`config.mk`:
```
export PLATFORM = sky130hd
export DESIGN_NAME = mult_part
export DESIGN_NICKNAME = d
export VERILOG_FILES = /design/src/rtl/kuz_gf_pkg.sv /design/src/rtl/gf_xtime.sv /design/src/rtl/mult_part.sv
export SDC_FILE = /design/constraint.sdc
export NUM_CORES = 1
export LEC_CHECK = 0
export ABC_CLOCK_PERIOD_IN_PS = 800
export CAP_MARGIN = 20
export CORE_AREA = 2 2 44 46
export DETAILED_ROUTE_END_ITERATION = 8
export DIE_AREA = 0 0 46 48
export MAX_ROUTING_LAYER = met4
export PLACE_DENSITY = 0.86
export SLEW_MARGIN = 20
export SYNTH_ARGS = -nofsm -noshare
export SYNTH_HDL_FRONTEND = slang
export SYNTH_HIERARCHICAL = 1
export SYNTH_SLANG_ARGS = --single-unit
```
`constraint.sdc`:
```
create_clock -name vclk -period 0.8
set_input_delay 0.16 -clock vclk [all_inputs]
set_output_delay 0.16 -clock vclk [all_outputs]
set_load 0.02 [all_outputs]
```
`src/rtl/kuz_gf_pkg.sv`:
```
// Shared Kuznechik GF(2^8) definitions.
// Field polynomial x^8+x^7+x^6+x+1 (0x1C3). Only the low byte is stored,
// because bit 8 is always implied by the shift.
//   KUZ_POLY  : low byte of the reduction polynomial
//   gf_byte_t : one field element
//   gf_xtime  : multiply by x (doubling) modulo the polynomial
package kuz_gf_pkg;

  typedef logic [7:0] gf_byte_t;

  localparam gf_byte_t KUZ_POLY = 8'hC3;

  function automatic gf_byte_t gf_xtime(input gf_byte_t a, input gf_byte_t poly);
    return {a[6:0], 1'b0} ^ (a[7] ? poly : 8'h00);
  endfunction

endpackage

```
`src/rtl/gf_xtime.sv`:
```
// Combinational GF(2^8) doubling: dout = din * x mod (0x100 | POLY).
// Ports:
//   din  in  8  field element
//   dout out 8  doubled element
module gf_xtime
  import kuz_gf_pkg::*;
#(
  parameter gf_byte_t POLY = KUZ_POLY
) (
  input  logic [7:0] din,
  output logic [7:0] dout
);

  assign dout = kuz_gf_pkg::gf_xtime(din, POLY);

endmodule

```
`src/rtl/mult_part.sv`:
```
// One step of the Kuznechik shift-and-add GF(2^8) multiplier.
// Accumulates a into c when b is set, then doubles a modulo the field
// polynomial. Eight of these in a chain make a full byte multiply.
// Build option: MULT_PART_REG_EN
//   defined   : a_q / c_q / out_valid are a one-cycle registered stage
//   undefined : a_q / c_q / out_valid are wires equal to a_res / c_res / in_valid
// Ports:
//   clk, rst_n   clock and async active-low reset (registered stage only)
//   a            current multiplicand
//   b            current multiplier bit
//   c            partial-product accumulator in
//   in_valid     qualifies a, b, c for the stage
//   a_res, c_res combinational doubled multiplicand / accumulator out
//   a_q, c_q     staged a_res / c_res
//   out_valid    qualifies a_q / c_q
module mult_part
  import kuz_gf_pkg::*;
#(
  parameter gf_byte_t POLY = KUZ_POLY
) (
  input  logic       clk,
  input  logic       rst_n,
  input  logic [7:0] a,
  input  logic       b,
  input  logic [7:0] c,
  input  logic       in_valid,
  output logic [7:0] a_res,
  output logic [7:0] c_res,
  output logic [7:0] a_q,
  output logic [7:0] c_q,
  output logic       out_valid
);

  gf_xtime #(.POLY(POLY)) u_xtime (
    .din  (a),
    .dout (a_res)
  );

  // Add uses the unshifted a: accumulate first, then double.
  assign c_res = b ? (c ^ a) : c;

`ifdef MULT_PART_REG_EN

  gf_byte_t stage_a_d, stage_a_q;
  gf_byte_t stage_c_d, stage_c_q;
  logic     stage_v_d, stage_v_q;

  always_comb begin
    stage_a_d = stage_a_q;
    stage_c_d = stage_c_q;
    stage_v_d = 1'b0;
    if (in_valid) begin
      stage_a_d = a_res;
      stage_c_d = c_res;
      stage_v_d = 1'b1;
    end
  end

  always_ff @(posedge clk or negedge rst_n) begin
    if (!rst_n) begin
      stage_a_q <= 8'h00;
      stage_c_q <= 8'h00;
      stage_v_q <= 1'b0;
    end else begin
      stage_a_q <= stage_a_d;
      stage_c_q <= stage_c_d;
      stage_v_q <= stage_v_d;
    end
  end

  assign a_q       = stage_a_q;
  assign c_q       = stage_c_q;
  assign out_valid = stage_v_q;

`else

  assign a_q       = a_res;
  assign c_q       = c_res;
  assign out_valid = in_valid;

  // Clock and reset have no load in the unstaged build.
  logic unused_clk_rst;
  assign unused_clk_rst = clk ^ rst_n;

`endif

endmodule

```
==> results.env <==
SLEW-LIMIT-HEADROOM_PCT=87.9
SEQUENTIAL_CELL_TOTAL=0
CHIPWIDTH_UM=46
INITIAL_CORE_UTIL_PCT=22.7
SYNTH_CELL_TYPE_COUNT=5
WORST-ENDPOINT-ARRIVAL_NS=0.80
CRITICALPATHCATEGORY='primary input to primary output'
SYNTH-SEQ-AREA-SHARE_PCT=0
CP_NUM_BUF_INV=4
RUN_STATUS='finished, violations left'
MAX_FREQUENCY_MHz=1040
DR_TOTAL_VIAS=383
FIN_TNS_SETUP_NS=-2.08
CRIT_PATH_MAX_FANOUT=3
SYNTH-COMPOUND-AREA-SHARE_PCT=0
DETAIL_ROUTE.WIRELENGTH_UM=1060
SYNTHTOPCELLSBYAREA='sky130_fd_sc_hd__buf_4 (43%), sky130_fd_sc_hd__xnor2_2 (34%), sky130_fd_sc_hd__nand2_2 (13%)'
ROUTE.DETAILED.VIAS_PER_INST=3.99
POST-ROUTE-DRC-COUNT=0
DRT_ITER0_DRC=0
GRT_UTIL_ALL_LAYERS_PCT=10.3
CLOCK_BUFFER_COUNT=0
POWER_PER_CELL_AREA_nW_PER_UM2=880
PLACE.DETAILED.HPWL_UM=955
SYNTH.NET_COUNT=62
ANTENNA_FOUND_INITIAL=0
SYNTH-SIMPLE-AREA-SHARE_PCT=13.1
RSZ0062_AT_GRT='yes'
FINALHOLDWORSTSLACK_NS=0.320
SHARE_OF_CELL_AREA_TAKEN_BY_MUXES_AFTER_SYNTHESIS_PCT=0
COUNT_OF_MAPPED_CELLS_OUT_OF_SYNTHESIS=42
PATH_DELAY_FAMILY='buffers and inverters'
DRT-PASS1-ITER-COUNT=1
FINAL_NUMBER_OF_HOLD_VIOLATING_ENDPOINTS=0
IRDROPWORSTVDD_uV=368
FILLCELLCOUNT=135
AVGSYNTHCELLAREA_UM2=9.12
CP_CELL_INSTANCES='buf_6 > buf_6 > buf_12 > xor2_4 > buf_6'
YOSYSWARNINGCOUNT=6
DIE_HEIGHT_UM=48
DP_WORST_SETUP_SLACK_NS=-1.07
SEQ_AREA_UM2=0
POST_SYNTH_FA_HA_MAJ_AREA_FRACTION_PCT=0
CRITICAL_PATH.STARTPOINT_TYPE='primary input'
ANTENNA-DIODE-COUNT=0
GRT_PASS1_VIAS=326
ROUTEDWLPERCELL_UM=11.1
FINISH.UTILIZATION_PCT=60.4
CRITICAL_PATH_REQUIRED_NS=0.64
REPORTED_LEAKAGE_POWER_nW=0.484
MULTI_INPUT_COMB_AREA_UM2=402
GRT_MAX_DEGREE=5
GRT_FIRST_PASS_WIRELENGTH_UM=1660
FINAL_CRITICAL_PERIOD_NS=0.965
PLACER_CONGESTION_ESTIMATE=0.588
POSTROUTEANTENNANETS=0
SYNTHESIS.AREA_UM2=383
WORST_PATH_MOST_REPEATED_CELL='sky130_fd_sc_hd__buf_6'
DESIGN.DIE.AREA_UM2=2210
PLACEMENT.IO_BUFFERS=49
PERIOD_SHARE_PCT=121
FINALSETUPVIOLCOUNT=22
FAILED_CHECKS='negative setup slack'
MIN-DELAY-PATH-CLASS='primary input to primary output'
LAYOUT-DRIVE-GT1-SHARE_PCT=100
POST_SYNTH_XOR_AREA_FRACTION_PCT=40.8
SLOWEST_DELAY_NS=0.17
AREA_GROWTH_FROM_SYNTHESIS_TO_LAYOUT_PCT=167
SETUP_WS_NS=-0.165
REPORT.FINAL.SLEW_VIOL_COUNT=0
MAX_CAP_VIOLATIONS=0
FP-ROW-COUNT=15
TIMING.CRITICAL_PATH.SLOWEST_STAGE_CELL='sky130_fd_sc_hd__xor2_4'
FINAL_NETS=101
WORST_SETUP_PATH_END_KIND='primary output'
SYNTH_TOP_AREA_SHARE_PCT=43.1
CORE_UM2=1690
TIGHTESTPINTRANSITION_NS=0.181
DOMINANT_COMBINATIONAL_CELL_FAMILY_BY_AREA_AFTER_SYNTHESIS='buffers and inverters'
NUM_IO_PINS=53
YOSYSTOPAREACELL='sky130_fd_sc_hd__buf_4'
GRT_REMAINING_OVERFLOW=0
[layer usage]
layer	vias to the layer above	GRT usage (%)	part of all wire, %
met5	-	-	0
met4	0	0	0
met3	0	1.13	13
li1	182	-	-
met1	168	12.2	32
met2	33	19.7	55
[final timing paths]
path | cells after the start | start | slack (ns) | end
max | 5 | a[7] | -0.16 | a_q[1]
min | 0 | in_valid | 0.32 | out_valid
[repair_timing]
item,CTS,global route
pin swaps,11,1
setup buffers,1,0
endpoints found under the setup margin,32,26
hold buffers,0,0
gates cloned,0,0
gates resized for setup,250,2
[power breakdown]
group          switching (mW)  leakage, nW  internal (mW)
Combinational           0.419        0.484          0.479
Sequential                  0            0              0
Clock                       0            0              0
Total                   0.419        0.484          0.479
[Yosys cell counts]
library cell	instances
sky130_fd_sc_hd__xnor2_2	8
sky130_fd_sc_hd__xor2_1	3
sky130_fd_sc_hd__nand2_2	8
sky130_fd_sc_hd__buf_4	22
sky130_fd_sc_hd__buf_6	1
[cell type report]
| cell class | count | area share [%] |
|---|---|---|
| multi-input cells | 19 | 39.3 |
| well taps | 17 | 2.08 |
| repair buffers | 60 | 58.6 |
[cells in the final DEF (no fill, tap or decap)]
cell type / count
sky130_fd_sc_hd__buf_6: 30
sky130_fd_sc_hd__buf_2: 12
sky130_fd_sc_hd__xnor2_4: 8
sky130_fd_sc_hd__clkdlybuf4s15_2: 8
sky130_fd_sc_hd__nand2_4: 7
sky130_fd_sc_hd__buf_4: 6
sky130_fd_sc_hd__buf_8: 3
sky130_fd_sc_hd__xor2_4: 3
sky130_fd_sc_hd__nand2_8: 1
sky130_fd_sc_hd__buf_12: 1
[through the flow]
step                instance area (um^2)  std cells  power [mW]
finish                              1020         96       0.898
global route                        1020         96       0.946
CTS                                 1020         96       0.902
detailed placement                   992         95       0.864
global placement                     992         95       0.853
floorplan                            608         42       0.565
[cell families (layout without fill, tap and decap cells)]
| kind of cell | Yosys count | in the layout |
|---|---|---|
| buf+inv | 23 | 60 |
| simple gates | 8 | 8 |
| xor+xnor | 11 | 11 |
No activity file was read; power rests on OpenSTA's default activity.
